`config.mk`:
```
export PLATFORM = sky130hd
export DESIGN_NAME = stack_down_oob_rx_flat
export DESIGN_NICKNAME = d
export VERILOG_FILES = /design/src/rtl/stack_down_oob_rx_pkg.sv /design/src/rtl/stack_down_oob_rx_if.sv /design/src/rtl/stack_down_oob_rx_tuple_store.sv /design/src/rtl/stack_down_oob_rx.sv /design/src/flat_wrapper.sv
export SDC_FILE = /design/constraint.sdc
export NUM_CORES = 1
export LEC_CHECK = 0
export BUFFER_PORTS_ARGS = -buffer_cell sky130_fd_sc_hd__buf_2
export CORE_ASPECT_RATIO = 1.4
export CORE_UTILIZATION = 47
export DETAILED_ROUTE_END_ITERATION = 8
export PLACE_DENSITY = 0.82
export SLEW_MARGIN = 20
export SYNTH_ARGS = -nofsm -noshare
export SYNTH_HDL_FRONTEND = slang
export SYNTH_SLANG_ARGS = --single-unit
export TNS_END_PERCENT = 20
```
`constraint.sdc`:
```
create_clock -name clk -period 4.1 [get_ports clk]
set_input_delay 0.205 -clock clk [delete_from_list [all_inputs] [get_ports clk]]
set_output_delay 0.205 -clock clk [all_outputs]
set_load 0.02 [all_outputs]
```
`src/rtl/stack_down_oob_rx_pkg.sv`:
```
// Shared encodings for the manager-to-stack downstream OOB channel:
// cntl delineators, packet type, error codes, header fields and FSM states.
package stack_down_oob_pkg;

  localparam logic [1:0] CNTL_SOM_EOM = 2'd0;
  localparam logic [1:0] CNTL_SOM     = 2'd1;
  localparam logic [1:0] CNTL_MOM     = 2'd2;
  localparam logic [1:0] CNTL_EOM     = 2'd3;

  localparam logic [1:0] TYPE_CONFIG  = 2'd0;

  localparam logic [1:0] ERR_OVERFLOW = 2'd0;
  localparam logic [1:0] ERR_COUNT    = 2'd1;
  localparam logic [1:0] ERR_ORPHAN   = 2'd2;
  localparam logic [1:0] ERR_ABORT    = 2'd3;

  localparam int HDR_N_LSB   = 0;
  localparam int HDR_N_W     = 8;
  localparam int HDR_CMD_LSB = 8;
  localparam int HDR_CMD_W   = 8;

  localparam logic [1:0] ST_IDLE    = 2'd0;
  localparam logic [1:0] ST_COLLECT = 2'd1;
  localparam logic [1:0] ST_DISCARD = 2'd2;
  localparam logic [1:0] ST_PRESENT = 2'd3;

  typedef struct packed {
    logic [HDR_CMD_W-1:0] cmd;
    logic [HDR_N_W-1:0]   n;
  } hdr_t;

endpackage

```
`src/rtl/stack_down_oob_rx_if.sv`:
```
// Downstream OOB word channel from the manager; master = manager, slave = stack receiver.
interface stack_down_oob_rx_if #(
  parameter int DATA_W = 32,
  parameter int TYPE_W = 2,
  parameter int CNTL_W = 2
) ();

  logic [CNTL_W-1:0] mgr__std__oob_cntl;
  logic              mgr__std__oob_valid;
  logic              std__mgr__oob_ready;
  logic [TYPE_W-1:0] mgr__std__oob_type;
  logic [DATA_W-1:0] mgr__std__oob_data;

  modport master (
    output mgr__std__oob_cntl,
    output mgr__std__oob_valid,
    input  std__mgr__oob_ready,
    output mgr__std__oob_type,
    output mgr__std__oob_data
  );

  modport slave (
    input  mgr__std__oob_cntl,
    input  mgr__std__oob_valid,
    output std__mgr__oob_ready,
    input  mgr__std__oob_type,
    input  mgr__std__oob_data
  );

endinterface

```
`src/rtl/stack_down_oob_rx_tuple_store.sv`:
```
// Option-tuple register array: cleared on reset or header, written one slot per tuple word.
module stack_down_oob_tuple_store #(
  parameter int MAX_TUPLES = 8,
  parameter int OPT_TYPE_W = 8,
  parameter int OPT_VAL_W  = 24,
  parameter int IDX_W      = 3
) (
  input  logic                             clk,
  input  logic                             reset,
  input  logic                             clear,
  input  logic                             we,
  input  logic [IDX_W-1:0]                 idx,
  input  logic [OPT_TYPE_W-1:0]            wr_type,
  input  logic [OPT_VAL_W-1:0]             wr_value,
  output logic [MAX_TUPLES*OPT_TYPE_W-1:0] opt_type,
  output logic [MAX_TUPLES*OPT_VAL_W-1:0]  opt_value
);

  logic [OPT_TYPE_W-1:0] type_q  [MAX_TUPLES];
  logic [OPT_VAL_W-1:0]  value_q [MAX_TUPLES];

  always_ff @(posedge clk) begin
    if (reset || clear) begin
      for (int i = 0; i < MAX_TUPLES; i++) begin
        type_q[i]  <= '0;
        value_q[i] <= '0;
      end
    end else if (we) begin
      type_q[idx]  <= wr_type;
      value_q[idx] <= wr_value;
    end
  end

  for (genvar g = 0; g < MAX_TUPLES; g++) begin : g_flat
    assign opt_type[g*OPT_TYPE_W +: OPT_TYPE_W] = type_q[g];
    assign opt_value[g*OPT_VAL_W +: OPT_VAL_W]  = value_q[g];
  end

endmodule

```
`src/rtl/stack_down_oob_rx.sv`:
```
// Stack-side receiver for the manager's downstream OOB channel: assembles header plus
// option tuples into one PE configuration record and hands it over on a valid/ready port.
//
// state    | meaning
// IDLE     | waiting for a header word
// COLLECT  | CONFIG header seen, storing tuples until EOM
// DISCARD  | swallowing the rest of a rejected packet until EOM
// PRESENT  | record offered to the PE array, manager stalled
module stack_down_oob_rx
  import stack_down_oob_pkg::*;
#(
  parameter int DATA_W     = 32,
  parameter int TYPE_W     = 2,
  parameter int CNTL_W     = 2,
  parameter int MAX_TUPLES = 8,
  parameter int OPT_TYPE_W = 8,
  parameter int OPT_VAL_W  = 24
) (
  input  logic                             clk,
  input  logic                             reset_poweron,
  stack_down_oob_rx_if.slave               oob,
  output logic                             oob__pe__valid,
  input  logic                             pe__oob__ready,
  output logic [7:0]                       oob__pe__cmd,
  output logic [3:0]                       oob__pe__num_tuples,
  output logic [MAX_TUPLES*OPT_TYPE_W-1:0] oob__pe__opt_type,
  output logic [MAX_TUPLES*OPT_VAL_W-1:0]  oob__pe__opt_value,
  output logic                             oob__sys__error,
  output logic [1:0]                       oob__sys__err_code,
  output logic [7:0]                       oob__sys__drop_cnt
);

  localparam int SIDX_W = (MAX_TUPLES > 1) ? $clog2(MAX_TUPLES) : 1;
  localparam logic [CNTL_W-1:0] C_SOM_EOM = CNTL_W'(CNTL_SOM_EOM);
  localparam logic [CNTL_W-1:0] C_SOM     = CNTL_W'(CNTL_SOM);
  localparam logic [CNTL_W-1:0] C_EOM     = CNTL_W'(CNTL_EOM);
  localparam logic [TYPE_W-1:0] T_CONFIG  = TYPE_W'(TYPE_CONFIG);

  logic [1:0] state_q, state_nxt;
  logic [7:0] cmd_q, cmd_nxt;
  logic [7:0] n_q, n_nxt;
  logic [3:0] idx_q, idx_nxt;
  logic       rdy_q;
  logic       error_q, err_set;
  logic [1:0] err_code_q, err_code_nxt;
  logic [7:0] drop_q, drop_nxt;
  logic [1:0] drop_inc;
  logic [8:0] drop_sum;
  logic       accept, hdr_word, is_eom, is_config, start_hdr;
  logic       st_clear, st_we;
  hdr_t       hdr;

  assign accept    = oob.mgr__std__oob_valid && rdy_q;
  assign hdr_word  = (oob.mgr__std__oob_cntl == C_SOM) || (oob.mgr__std__oob_cntl == C_SOM_EOM);
  assign is_eom    = (oob.mgr__std__oob_cntl == C_EOM);
  assign is_config = (oob.mgr__std__oob_type == T_CONFIG);
  assign hdr.cmd   = oob.mgr__std__oob_data[HDR_CMD_LSB +: HDR_CMD_W];
  assign hdr.n     = oob.mgr__std__oob_data[HDR_N_LSB +: HDR_N_W];

  always_comb begin
    state_nxt    = state_q;
    cmd_nxt      = cmd_q;
    n_nxt        = n_q;
    idx_nxt      = idx_q;
    err_set      = 1'b0;
    err_code_nxt = err_code_q;
    drop_inc     = 2'd0;
    st_clear     = 1'b0;
    st_we        = 1'b0;
    start_hdr    = 1'b0;

    if (accept) begin
      case (state_q)
        ST_IDLE: begin
          if (hdr_word) begin
            start_hdr = 1'b1;
          end else begin
            err_set      = 1'b1;
            err_code_nxt = ERR_ORPHAN;
          end
        end
        ST_COLLECT: begin
          if (hdr_word) begin
            err_set      = 1'b1;
            err_code_nxt = ERR_ABORT;
            drop_inc     = 2'd1;
            start_hdr    = 1'b1;
          end else if (idx_q == 4'(MAX_TUPLES)) begin
            // an overflowing EOM already ends the packet, so nothing is left to discard
            err_set      = 1'b1;
            err_code_nxt = ERR_OVERFLOW;
            drop_inc     = 2'd1;
            state_nxt    = is_eom ? ST_IDLE : ST_DISCARD;
          end else begin
            st_we   = 1'b1;
            idx_nxt = idx_q + 4'd1;
            if (is_eom) begin
              if ({4'd0, idx_q + 4'd1} == n_q) begin
                state_nxt = ST_PRESENT;
              end else begin
                err_set      = 1'b1;
                err_code_nxt = ERR_COUNT;
                drop_inc     = 2'd1;
                state_nxt    = ST_IDLE;
              end
            end
          end
        end
        ST_DISCARD: begin
          if (is_eom) state_nxt = ST_IDLE;
        end
        default: ;
      endcase

      // header handling is shared by IDLE and the abort path out of COLLECT
      if (start_hdr) begin
        if (is_config) begin
          st_clear = 1'b1;
          cmd_nxt  = hdr.cmd;
          n_nxt    = hdr.n;
          idx_nxt  = 4'd0;
          if (oob.mgr__std__oob_cntl == C_SOM) begin
            state_nxt = ST_COLLECT;
          end else if (hdr.n == 8'd0) begin
            state_nxt = ST_PRESENT;
          end else begin
            err_set      = 1'b1;
            err_code_nxt = ERR_COUNT;
            drop_inc     = drop_inc + 2'd1;
            state_nxt    = ST_IDLE;
          end
        end else begin
          drop_inc  = drop_inc + 2'd1;
          state_nxt = (oob.mgr__std__oob_cntl == C_SOM) ? ST_DISCARD : ST_IDLE;
        end
      end
    end else if (state_q == ST_PRESENT && pe__oob__ready) begin
      state_nxt = ST_IDLE;
    end
  end

  assign drop_sum = {1'b0, drop_q} + {7'd0, drop_inc};
  assign drop_nxt = drop_sum[8] ? 8'hFF : drop_sum[7:0];

  always_ff @(posedge clk) begin
    if (reset_poweron) begin
      state_q    <= ST_IDLE;
      cmd_q      <= '0;
      n_q        <= '0;
      idx_q      <= '0;
      rdy_q      <= 1'b0;
      error_q    <= 1'b0;
      err_code_q <= '0;
      drop_q     <= '0;
    end else begin
      state_q    <= state_nxt;
      cmd_q      <= cmd_nxt;
      n_q        <= n_nxt;
      idx_q      <= idx_nxt;
      rdy_q      <= (state_nxt != ST_PRESENT);
      error_q    <= err_set;
      err_code_q <= err_code_nxt;
      drop_q     <= drop_nxt;
    end
  end

  stack_down_oob_tuple_store #(
    .MAX_TUPLES (MAX_TUPLES),
    .OPT_TYPE_W (OPT_TYPE_W),
    .OPT_VAL_W  (OPT_VAL_W),
    .IDX_W      (SIDX_W)
  ) u_tuple_store (
    .clk       (clk),
    .reset     (reset_poweron),
    .clear     (st_clear),
    .we        (st_we),
    .idx       (idx_q[SIDX_W-1:0]),
    .wr_type   (oob.mgr__std__oob_data[DATA_W-1 -: OPT_TYPE_W]),
    .wr_value  (oob.mgr__std__oob_data[OPT_VAL_W-1:0]),
    .opt_type  (oob__pe__opt_type),
    .opt_value (oob__pe__opt_value)
  );

  assign oob.std__mgr__oob_ready = rdy_q;
  assign oob__pe__valid          = (state_q == ST_PRESENT);
  assign oob__pe__cmd            = cmd_q;
  assign oob__pe__num_tuples     = idx_q;
  assign oob__sys__error         = error_q;
  assign oob__sys__err_code      = err_code_q;
  assign oob__sys__drop_cnt      = drop_q;

endmodule

```
`src/flat_wrapper.sv`:
```
// flat-port wrapper written by rule: the top's interface ports become plain ports
module stack_down_oob_rx_flat import stack_down_oob_pkg::*;
#(
  parameter int DATA_W     = 32,
  parameter int TYPE_W     = 2,
  parameter int CNTL_W     = 2,
  parameter int MAX_TUPLES = 8,
  parameter int OPT_TYPE_W = 8,
  parameter int OPT_VAL_W  = 24
)
  (clk, reset_poweron, oob__pe__valid, pe__oob__ready, oob__pe__cmd, oob__pe__num_tuples, oob__pe__opt_type, oob__pe__opt_value, oob__sys__error, oob__sys__err_code, oob__sys__drop_cnt, oob_mgr__std__oob_cntl, oob_mgr__std__oob_valid, oob_std__mgr__oob_ready, oob_mgr__std__oob_type, oob_mgr__std__oob_data);
  stack_down_oob_rx_if #(.DATA_W(DATA_W), .TYPE_W(TYPE_W), .CNTL_W(CNTL_W)) oob_i ();
  input  logic clk;
  input  logic reset_poweron;
  output logic oob__pe__valid;
  input  logic pe__oob__ready;
  output logic [7:0] oob__pe__cmd;
  output logic [3:0] oob__pe__num_tuples;
  output logic [MAX_TUPLES*OPT_TYPE_W-1:0] oob__pe__opt_type;
  output logic [MAX_TUPLES*OPT_VAL_W-1:0] oob__pe__opt_value;
  output logic oob__sys__error;
  output logic [1:0] oob__sys__err_code;
  output logic [7:0] oob__sys__drop_cnt;
  input wire logic [$bits(oob_i.mgr__std__oob_cntl)-1:0] oob_mgr__std__oob_cntl;
  input wire logic [$bits(oob_i.mgr__std__oob_valid)-1:0] oob_mgr__std__oob_valid;
  output wire logic [$bits(oob_i.std__mgr__oob_ready)-1:0] oob_std__mgr__oob_ready;
  input wire logic [$bits(oob_i.mgr__std__oob_type)-1:0] oob_mgr__std__oob_type;
  input wire logic [$bits(oob_i.mgr__std__oob_data)-1:0] oob_mgr__std__oob_data;
  assign oob_i.mgr__std__oob_cntl = oob_mgr__std__oob_cntl;
  assign oob_i.mgr__std__oob_valid = oob_mgr__std__oob_valid;
  assign oob_std__mgr__oob_ready = oob_i.std__mgr__oob_ready;
  assign oob_i.mgr__std__oob_type = oob_mgr__std__oob_type;
  assign oob_i.mgr__std__oob_data = oob_mgr__std__oob_data;
  stack_down_oob_rx #(.DATA_W(DATA_W), .TYPE_W(TYPE_W), .CNTL_W(CNTL_W), .MAX_TUPLES(MAX_TUPLES), .OPT_TYPE_W(OPT_TYPE_W), .OPT_VAL_W(OPT_VAL_W)) u_core (.clk(clk), .reset_poweron(reset_poweron), .oob(oob_i), .oob__pe__valid(oob__pe__valid), .pe__oob__ready(pe__oob__ready), .oob__pe__cmd(oob__pe__cmd), .oob__pe__num_tuples(oob__pe__num_tuples), .oob__pe__opt_type(oob__pe__opt_type), .oob__pe__opt_value(oob__pe__opt_value), .oob__sys__error(oob__sys__error), .oob__sys__err_code(oob__sys__err_code), .oob__sys__drop_cnt(oob__sys__drop_cnt));
endmodule
```
======== After elaboration in Yosys (flattened, before gate mapping) ========
Memory sizes are Yosys's and may differ from the RTL's.
Index checks and enable logic that the tools add are counted.
word-level totals
  flip-flop bits (word level) ............. 34
  bits in latches ......................... 0
  memory bits (writable) .................. 256
  bits in read-only memories .............. 0
  bits of input ports ..................... 40
  output and inout port bits .............. 281
  word-level logic and storage cells ...... 107
  memories kept ........................... 2
operators by class
  add/subtract/negate cells ............... 3
  $mul .................................... 0
  div/mod/pow operators ................... 0
  order comparisons ....................... 0
  equality and inequality tests ........... 8
  shift operators ......................... 0
  multiplexer cells ....................... 72
  bitwise logic cells ..................... 1
  reductions and logical operators ........ 13
memories
  name                          depth  width  rd ports  clocked after Yosys merged registers in  write ports  RTL line                             text
  u_core.u_tuple_store.value_q  8      24     8         0                                        8            stack_down_oob_rx_tuple_store.sv:20  logic [OPT_VAL_W-1:0] value_q [MAX_TUPLES];
  u_core.u_tuple_store.type_q   8      8      8         0                                        8            stack_down_oob_rx_tuple_store.sv:19  logic [OPT_TYPE_W-1:0] type_q [MAX_TUPLES];
operator list
  kind                   count
  $mux W2                32
  $mux W1                27
  $mux W24               1
  $reduce_or A24 Y1      1
  $mux W4                5
  $mux W8                2
  $add A8 B2 Y9          1
  $eq A4 B8 Y1           1
  $logic_not A8 Y1       1
  $pmux W2 S2            2
  $reduce_or A8 Y1       1
  $eq A2 B2 Y1 const B   3
  $logic_not A2 Y1       3
  $mux W3                2
  $add A4 B1 Y4 const B  1
  $eq A2 B1 Y1 const B   2
  $eq A4 B4 Y1 const B   1
  $reduce_or A2 Y1       2
  $reduce_and A3 Y1      1
  $add A2 B1 Y2 const B  1
  $logic_and A1 B1 Y1    2
  $logic_or A1 B1 Y1     2
  $ne A2 B2 Y1 const B   1
  $pmux W1 S2            1
  $not A1 Y1             1

======== Logic depth before layout (Yosys ltp) ========
Gate-level depths: netlist (run 1).
  depth in word-level cells ............... 16
  gate-level depth with buffers ........... 16
  depth with buffers taken out ............ 15

======== Modules after synthesis ========
Synthesis (run 1) repeated with hierarchy kept, for this count alone.
unflattened totals
  cells, all modules ...................... 873
  area, all modules ....................... 11538.6 µm²
modules (own cells, without submodules)
  module                      times used  cells each  area an instance (µm²)  seq. area each (µm²)
  stack_down_oob_tuple_store  1           636         9654.3                  7687.4
  stack_down_oob_rx           1           237         1884.3                  680.7

======== Worst setup path before layout (run 1) ========
OpenSTA, ideal clock, no wires.
  kind .................................... register to register
  start ................................... register u_core.state_q[1]
  end ..................................... memory u_core.u_tuple_store.type_q[2][0], enable pin
  setup time .............................. 0.466 ns
  arrival time ............................ 3.846 ns
  data required time ...................... 3.634 ns
  slack ................................... -0.211 ns
  stages on the path, launching flop included .. 9
  path buffers ............................ 2
  clock period less this slack ............ 4.311 ns
  cell sequence ........................... dfxtp_1 -> inv_1 -> ha_1 -> buf_2 -> o21ba_2 -> a31oi_4 -> buf_4 -> nand3_4 -> o21ai_0
RTL lines
  what                    RTL line                             text
  start, declared         stack_down_oob_rx.sv:39              logic [1:0] state_q, state_nxt;
  start signal, assigned  stack_down_oob_rx.sv:156             state_q <= state_nxt;
  end, declared           stack_down_oob_rx_tuple_store.sv:19

======== Worst setup path after layout (run 1) ========
  start ................................... register u_core.idx_q[1], in the netlist u_core.oob__pe__num_tuples[1]
  end ..................................... register u_core.drop_q[0], in the netlist u_core.oob__sys__drop_cnt[0]
between the ends
  cells in the longest elaborated chain, start to end .. 16
  elaborated cells on any way between the ends .. 17
  classes of those cells .................. 3 x add/sub; 2 x eq/ne; 12 x mux
RTL lines
  what                    RTL line                                            text
  start, declared         stack_down_oob_rx.sv:42                             logic [3:0] idx_q, idx_nxt;
  start signal, assigned  stack_down_oob_rx.sv:159                            idx_q <= idx_nxt;
  $add A4 B1 Y4           stack_down_oob_rx.sv:98                             if ({4'd0, idx_q + 4'd1} == n_q) begin
  $eq A4 B8 Y1            stack_down_oob_rx.sv:98
  $mux W1                 stack_down_oob_rx.sv:98
  $mux W2                 stack_down_oob_rx.sv:97                             if (is_eom) begin
  $mux W2 *               stack_down_oob_rx.sv:88                             end else if (idx_q == 4'(MAX_TUPLES)) begin
  $mux W2 *               stack_down_oob_rx.sv:83                             if (hdr_word) begin
  $mux W2 *               stack_down_oob_rx.sv:73                             case (state_q)
  $mux W2 *               stack_down_oob_rx.sv:72                             if (accept) begin
  $add A2 B1 Y2           stack_down_oob_rx.sv:129, stack_down_oob_rx.sv:133
  $mux W2                 stack_down_oob_rx.sv:124                            end else if (hdr.n == 8'd0) begin
  $mux W2                 stack_down_oob_rx.sv:122                            if (oob.mgr__std__oob_cntl == C_SOM) begin
  $mux W2                 stack_down_oob_rx.sv:117                            if (is_config) begin
  $mux W2 *               stack_down_oob_rx.sv:116                            if (start_hdr) begin
  $mux W2 *               stack_down_oob_rx.sv:72
  $add A8 B2 Y9 *         stack_down_oob_rx.sv:142                            assign drop_sum = {1'b0, drop_q} + {7'd0, drop_inc};
  $mux W8 *               stack_down_oob_rx.sv:143                            assign drop_nxt = drop_sum[8] ? 8'hFF : drop_sum[7:0];
  end signal, assigned    stack_down_oob_rx.sv:163                            drop_q <= drop_nxt;
  end, declared           stack_down_oob_rx.sv:46                             logic [7:0] drop_q, drop_nxt;
Every way passes the cells marked *; elsewhere a longest branch is shown, timed or not. The select of a mux whose other input is x is not followed.
A chain may end at the register's enable or synchronous reset.

==> impl_metrics.csv, run 1 <==
group,metric,value,unit
outcome,status,"complete, no violations",
grt,grt_max_degree,36,
grt,grt-ovfl-total,0,
cts,clockBufferDepth,3,
detailed_routing,via_count,7528,
logic_synthesis,syn-cell-area,11390,um2
timing,fmax,0.2841,GHz
detailed_routing,dr_wl_met3,1761,um
critical_path,path_cells,"inv_1, ha_1, xor2_1, nor3_1, nand3_1, a31oi_1, a211oi_1, ha_1, inv_1, fa_1, nor2b_1, nand4_1, inv_1, nand3_1, a21oi_1",
layout,drive_above_1_share,0.3462,
floorplanning,die_w,133.6,um
timing,worstMarginPinSlew,0.7951,ns
floorplanning,die_h,186.2,um
logic_synthesis,synth.net_count,834,
layout,n_antenna_cell,0,
detailed_routing,vias_per_cell,5.188,
critical_path,worst_path_max_delay_cell,"dfxtp_1",
critical_path,worstPathRequired,4.56,ns
critical_path,worstPathArrival,3.98,ns
layout,layout.cells.most_common_list,"320 x buf_2, 260 x and2_1, 256 x edfxtp_1",
power_and_ir_drop,p_leak,0.006039,uW
layout,area_growth,25.32,%
layout,fin_area,14280,um2
logic_synthesis,synth_edf_count,256,
critical_path,r2r_start,"u_core.oob__pe__num_tuples[1]",
timing,timing.final.crit_share,0.8585,
grt,antenna_found_initial,0,
power_and_ir_drop,max-vdd-ir-drop,0.3225,mV
layout,fin_cells,1451,
logic_synthesis,netlist_instances,785,
layout,nNetsFinal,1170,
detailed_routing,drtIter0Drc,458,
cts,root_buffer,"clkbuf_16",
placement,placedCellCount,1398,
floorplanning,initial_core_util,0.4769,
timing,rsz0062_at_grt,"no",
detailed_routing,top_layer_used,"met4",
cts,clk_pin_slew_worst_paths,0.07,ns
critical_path,cp-endpoint,"u_core.oob__sys__drop_cnt[0]",
detailed_routing,wire_per_inst,21.03,um
cts,htreeDepth,1,
critical_path,worstRegToRegCells,15,
critical_path,crit_path_frequent_cell,"inv_1",
floorplanning,core_area,23890,um2
grt,grt_first_pass_wirelength,44070,um
placement,placed_area,13470,um2
logic_synthesis,synth-seq-cells,290,
critical_path,startpoint,"u_core.oob__pe__num_tuples[1]",
cts,clk_latency,0.54,ns
logic_synthesis,yosysSeqAreaShare,0.7345,
detailed_routing,ant_nets,0,
floorplanning,pin_count,321,
timing,drv_slew,0,
detailed_routing,drc,0,
timing,setup_viol,0,
grt,grt_pass1_vias,7267,
critical_path,max_stage_delay,0.57,ns
logic_synthesis,yosysWarnings,0,
detailed_routing,wl_met1,11140,um
logic_synthesis,ys.flop_type,"edfxtp_1",
cts,cts_sinks,290,
detailed_routing,wl_met2,16190,um
critical_path,path_class,"reg -> reg",
cts,numCtsBuffers,26,
critical_path,regToRegSetupSlack,0.58,ns
placement,gp_congestion,0.8712,
logic_synthesis,synthArstFlopShare,0,
cts,tritoncts,"done",
grt,grt.total_usage,0.2421,
logic_synthesis,synth_cell_type_count,51,
critical_path,r2r-end,"u_core.oob__sys__drop_cnt[0]",
floorplanning,dieArea,24880,um2
timing,skew,0.02565,ns
layout,layout_commonest_cell,"buf_2",
detailed_routing,wl,30520,um
placement,hpwl,20910,um
critical_path,path_max_fanout,9,
worst_hold_path,hold_path_class,"in -> reg",
logic_synthesis,avgSynthCellArea,14.51,um2
timing,slew_headroom,0.4700,
floorplanning,num_rows,67,
timing,min_period,3.520,ns
timing,finalHoldViolations,0,
critical_path,worstSetupStartpointType,"flip-flop",
placement,io_buffers,320,
critical_path,cp-end-kind,"flip-flop",
run,drv_cap,0,
power_and_ir_drop,powerDensity,421.6,nW/um2
detailed_routing,drtPass1Iterations,4,
==> metrics by stage <==
| step | power [uW] | worst slack, ns | hold WS [ns] | TNS (ns) | utilization |
|---|---|---|---|---|---|
| finish | 6020 | 0.5802 | 0.004378 | 0 | 0.5976 |
| global route | 6193 | 0.1910 | 0.01027 | 0 | 0.5976 |
| CTS | 6049 | 0.5637 | 0.0008854 | 0 | 0.5976 |
| detailed placement | 3864 | 0.5922 | 0.4456 | 0 | 0.5639 |
| global placement | 3856 | 0.7843 | 0.4382 | 0 | 0.5639 |
| floorplan | 3640 | -0.2115 | 0.3410 | -38.89 | - |
==> final cells by class <==
type,instances,area (um2)
clock buffers,32,673.1
multi-input cells,446,2879
clock inverters,16,82.58
inverters,11,41.29
fillers,1848,9613
repair buffers,346,1847
flip-flops and latches,290,8368
well taps,310,387.9
==> routing by layer <==
metal | global-route usage | vias up
li1 | - | 3408
met3 | 0.02764 | 82
met5 | 0 | -
met1 | 0.2862 | 3692
met2 | 0.4377 | 346
met4 | 0.1209 | 0
==> synthesized netlist by cell type (2+ instances only) <==
master	count	share of area
a211oi_1	4	0.0026
a21boi_0	2	0.0013
a21oi_1	28	0.012
a311oi_1	2	0.0015
a31oi_1	4	0.0022
and2_1	260	0.14
and3_1	3	0.0016
and3b_1	2	0.0015
buf_2	16	0.0070
buf_4	5	0.0033
clkbuf_1	11	0.0036
clkbuf_2	6	0.0026
dfxtp_1	34	0.060
edfxtp_1	256	0.67
ha_1	8	0.0088
inv_1	11	0.0036
mux2i_1	2	0.0018
nand2_1	42	0.014
nand2b_1	3	0.0016
nand3_1	8	0.0035
nand4_1	3	0.0016
nor2_1	12	0.0040
nor2_2	4	0.0022
nor2b_1	5	0.0027
nor3_1	5	0.0022
nor4_1	2	0.0011
o21ai_0	11	0.0048
o31ai_1	2	0.0013
xnor2_1	7	0.0054
xor2_1	6	0.0046
==> worst min-delay path by stage <==
stage / startpoint / slack (ns) / cells after the start / to
finish: oob_mgr__std__oob_data[7] / 0.004 / 3 / u_core.n_q[7]
global route: oob_mgr__std__oob_data[7] / 0.01 / 3 / u_core.n_q[7]
CTS: oob_mgr__std__oob_data[7] / 0.0009 / 3 / u_core.n_q[7]
detailed placement: u_core.oob__pe__cmd[4] / 0.45 / 2 / u_core.oob__pe__cmd[4]
global placement: u_core.n_q[7] / 0.44 / 2 / u_core.n_q[7]
floorplan: oob_mgr__std__oob_data[4] / 0.34 / 2 / u_core.n_q[4]
==> cell families (layout without fill, tap and decap cells) <==
family / after synthesis / in the layout / share of synthesized area
compound gates: 65 / 65 / 0.03657
xor+xnor: 13 / 13 / 0.009993
fa+ha+maj: 9 / 9 / 0.01054
buf+inv: 49 / 405 / 0.02021
flops: 290 / 290 / 0.7345
mux: 2 / 2 / 0.001757
simple gates: 357 / 357 / 0.1865
==> power by group <==
group / internal, uW / switching (uW) / leakage [uW]
logic: 121 / 339 / 0.00274
clock network: 1170 / 1050 / 0.000370
registers: 3310 / 32.4 / 0.00293
==> worst max-delay path, delay by kind of cell (launching register included) <==
kind | cells | cell delay, ns
adders and majority gates | 3 | 0.96
AOI/OAI and AO/OA | 3 | 0.67
xor gates and xnor gates | 1 | 0.16
DFF | 1 | 0.57
buffers and inverters | 3 | 0.30
and+or+nand+nor | 5 | 0.79
==> sequential cells by signal (all words and copies together), names as in the netlist, 2 cells and up <==
| signal | flops |
|---|---|
| u_core.oob__sys__drop_cnt | 8 |
| u_core.oob__pe__cmd | 8 |
| u_core.u_tuple_store.value_q | 192 |
| u_core.u_tuple_store.type_q | 64 |
| u_core.n_q | 8 |
| u_core.state_q | 2 |
| u_core.oob__sys__err_code | 2 |
| u_core.oob__pe__num_tuples | 4 |
==> what timing repair did <==
item | 4_1_cts | 5_1_grt
buffers inserted | 0 | 0
endpoints found under the hold margin | 5 | 0
resized for setup | 0 | 0
hold buffers | 5 | 0
(Power assumes the default switching activity.)
==> run 2: changes to the inputs <==
Settings changed: GPL_TIMING_DRIVEN from default to 0.
==> run 2 against run 1 <==
- first-iteration DRC count up 30%
- largest power group unchanged
- highest routed layer unchanged
- clock power up 18%
- utilization rose by 1.4 points
- clock skew is 0.0024 ns lower
- sequential cell count did not move
- non-clock buffer count is 21 higher
- final area rose by 2.4%
- total power is 6.8% higher
==> impl_metrics.csv, run 2 (synthesis results as in run 1) <==
group,metric,value,unit
outcome,status,"complete, no violations",
cts,clk_latency,0.54,ns
floorplanning,dieArea,24880,um2
timing,skew,0.02325,ns
grt,grt_pass1_vias,7421,
layout,nNetsFinal,1191,
floorplanning,die_h,186.2,um
grt,grt_first_pass_wirelength,44820,um
cts,ctsResizeCount,0,
cts,htreeDepth,1,
detailed_routing,ant_nets,0,
critical_path,cp-end-kind,"flip-flop",
timing,finalHoldViolations,0,
timing,rsz0062_at_grt,"no",
critical_path,worstPathRequired,4.56,ns
detailed_routing,wl_met2,16650,um
layout,n_fill_cell,1804,
timing,worstMarginPinSlew,0.8147,ns
layout,layout.cells.most_common_list,"333 x buf_2, 260 x and2_1, 256 x edfxtp_1",
cts,tritoncts,"done",
cts,clk_pin_slew_worst_paths,0.07,ns
timing,slew_headroom,0.4548,
layout,reg.largest.list,"u_core.u_tuple_store.value_q x192, u_core.u_tuple_store.type_q x64",
timing,tns,0,ns
detailed_routing,via_count,7599,
floorplanning,pin_count,321,
layout,area_growth,28.31,%
layout,seq_area,8368,um2
layout,fin_area,14620,um2
timing,timing.final.crit_share,0.8669,
timing,fmax,0.2813,GHz
detailed_routing,dr_wl_met3,1782,um
floorplanning,initial_core_util,0.4769,
detailed_routing,vias_per_cell,5.162,
worst_hold_path,hold_path_class,"in -> reg",
worst_hold_path,min_delay_path_depth,3,
detailed_routing,wl_met1,11330,um
cts,root_buffer,"clkbuf_16",
layout,drive_above_1_share,0.3580,
power_and_ir_drop,power,6431,uW
critical_path,worstSetupStartpointType,"flip-flop",
timing,min_period,3.554,ns
layout,top_register,"u_core.u_tuple_store.value_q",
cts,clockBufferDepth,3,
cts,cts_sinks,290,
placement,hpwl,22200,um
detailed_routing,wl,30960,um
detailed_routing,top_layer_used,"met4",
timing,drv_slew,0,
cts,post-cts-setup-buffer-count,0,
layout,n_antenna_cell,0,
critical_path,worstPathArrival,4.01,ns
critical_path,worstRegToRegCells,15,
critical_path,path_class,"reg -> reg",
floorplanning,die_w,133.6,um
floorplanning,num_rows,67,
layout,layout_commonest_cell,"buf_2",
layout,largest_reg_flops,192,
power_and_ir_drop,max-vdd-ir-drop,0.3054,mV
detailed_routing,drtIter0Drc,595,
placement,placed_area,13650,um2
floorplanning,core_area,23890,um2
grt,antenna_found_initial,0,
grt,grt-ovfl-total,0,
detailed_routing,wire_per_inst,21.04,um
power_and_ir_drop,p_leak,0.006243,uW
power_and_ir_drop,powerDensity,439.9,nW/um2
placement,io_buffers,317,
cts,numCtsBuffers,26,
timing,setup_viol,0,
critical_path,path_max_fanout,7,
grt,grt_max_degree,28,
grt,grt.total_usage,0.2461,
run,drv_cap,0,
layout,multi_input_area,2868,um2
layout,fin_util,0.6119,
detailed_routing,drc,0,
detailed_routing,drtPass1Iterations,4,
placement,gp_congestion,0.8658,
==> run 2: cell count changes in the layout (fill, tap and decap cells not counted), sizes merged <==
cell and change:
dlygate4sd3 -2, clkbuf +20, buf +6, clkinvlp +2, clkinv -9, bufinv +4
==> run 2: final timing paths <==
path | endpoint | slack [ns] | start
worst min register to register | u_core.oob__pe__cmd[1] | 0.46 | u_core.oob__pe__cmd[1]
worst max register to register | u_core.oob__sys__drop_cnt[1] | 0.55 | u_core.oob__pe__num_tuples[0]
worst max-delay path | u_core.oob__sys__drop_cnt[1] | 0.55 | u_core.oob__pe__num_tuples[0]
worst min-delay path | u_core.oob__pe__cmd[6] | 0.02 | oob_mgr__std__oob_data[14]
==> run 2: where the power goes <==
group / total (uW) / internal (uW) / leakage [uW] / switching, uW
combinational: 476 / 132 / 0.00286 / 344
clock: 2620 / 1550 / 0.000457 / 1060
sequential: 3340 / 3310 / 0.00293 / 32.2
==> run 2: layer usage <==
layer  up-vias  GRT usage
li1       3456          -
met1      3710     0.2860
met2       357     0.4585
met3        76    0.03144
met4         0    0.09955
met5         -          0
==> run 2: area by class of cell <==
type | instances | area share
flip-flops and latches | 290 | 0.5724
repair buffers | 329 | 0.1248
multi-input cells | 446 | 0.1962
clock buffers | 35 | 0.05169
well taps | 310 | 0.02653
inverters | 11 | 0.002824
clock inverters | 13 | 0.01267
plain buffers | 38 | 0.01292
==> run 2: stage by stage <==
step                cells  hold slack, ns  setup slack [ns]
floorplan             785          0.3410           -0.2115
global placement     1412          0.4402            -2.222
detailed placement   1421          0.4477            0.5998
CTS                  1472        0.007625            0.5079
global route         1472         0.01416            0.1229
finish               1472         0.01865            0.5457
==> run 2: what timing repair did <==
item                                    in CTS  in global routing
hold endpoints to repair                     3                  0
endpoints found under the setup margin       0                  0
hold buffers                                 3                  0
==> run 2: critical path: stages, from the launching register on <==
cell and delay, ns:
dfxtp_1 0.52, inv_1 0.15, ha_1 0.35, xor2_1 0.16
nor3_1 0.07, nand3_1 0.20, a31oi_1 0.17, a211oi_1 0.28
ha_1 0.21, inv_1 0.06, fa_1 0.40, nor2b_1 0.18
nand4_1 0.17, inv_1 0.12, nand3_1 0.22, a21oi_1 0.20
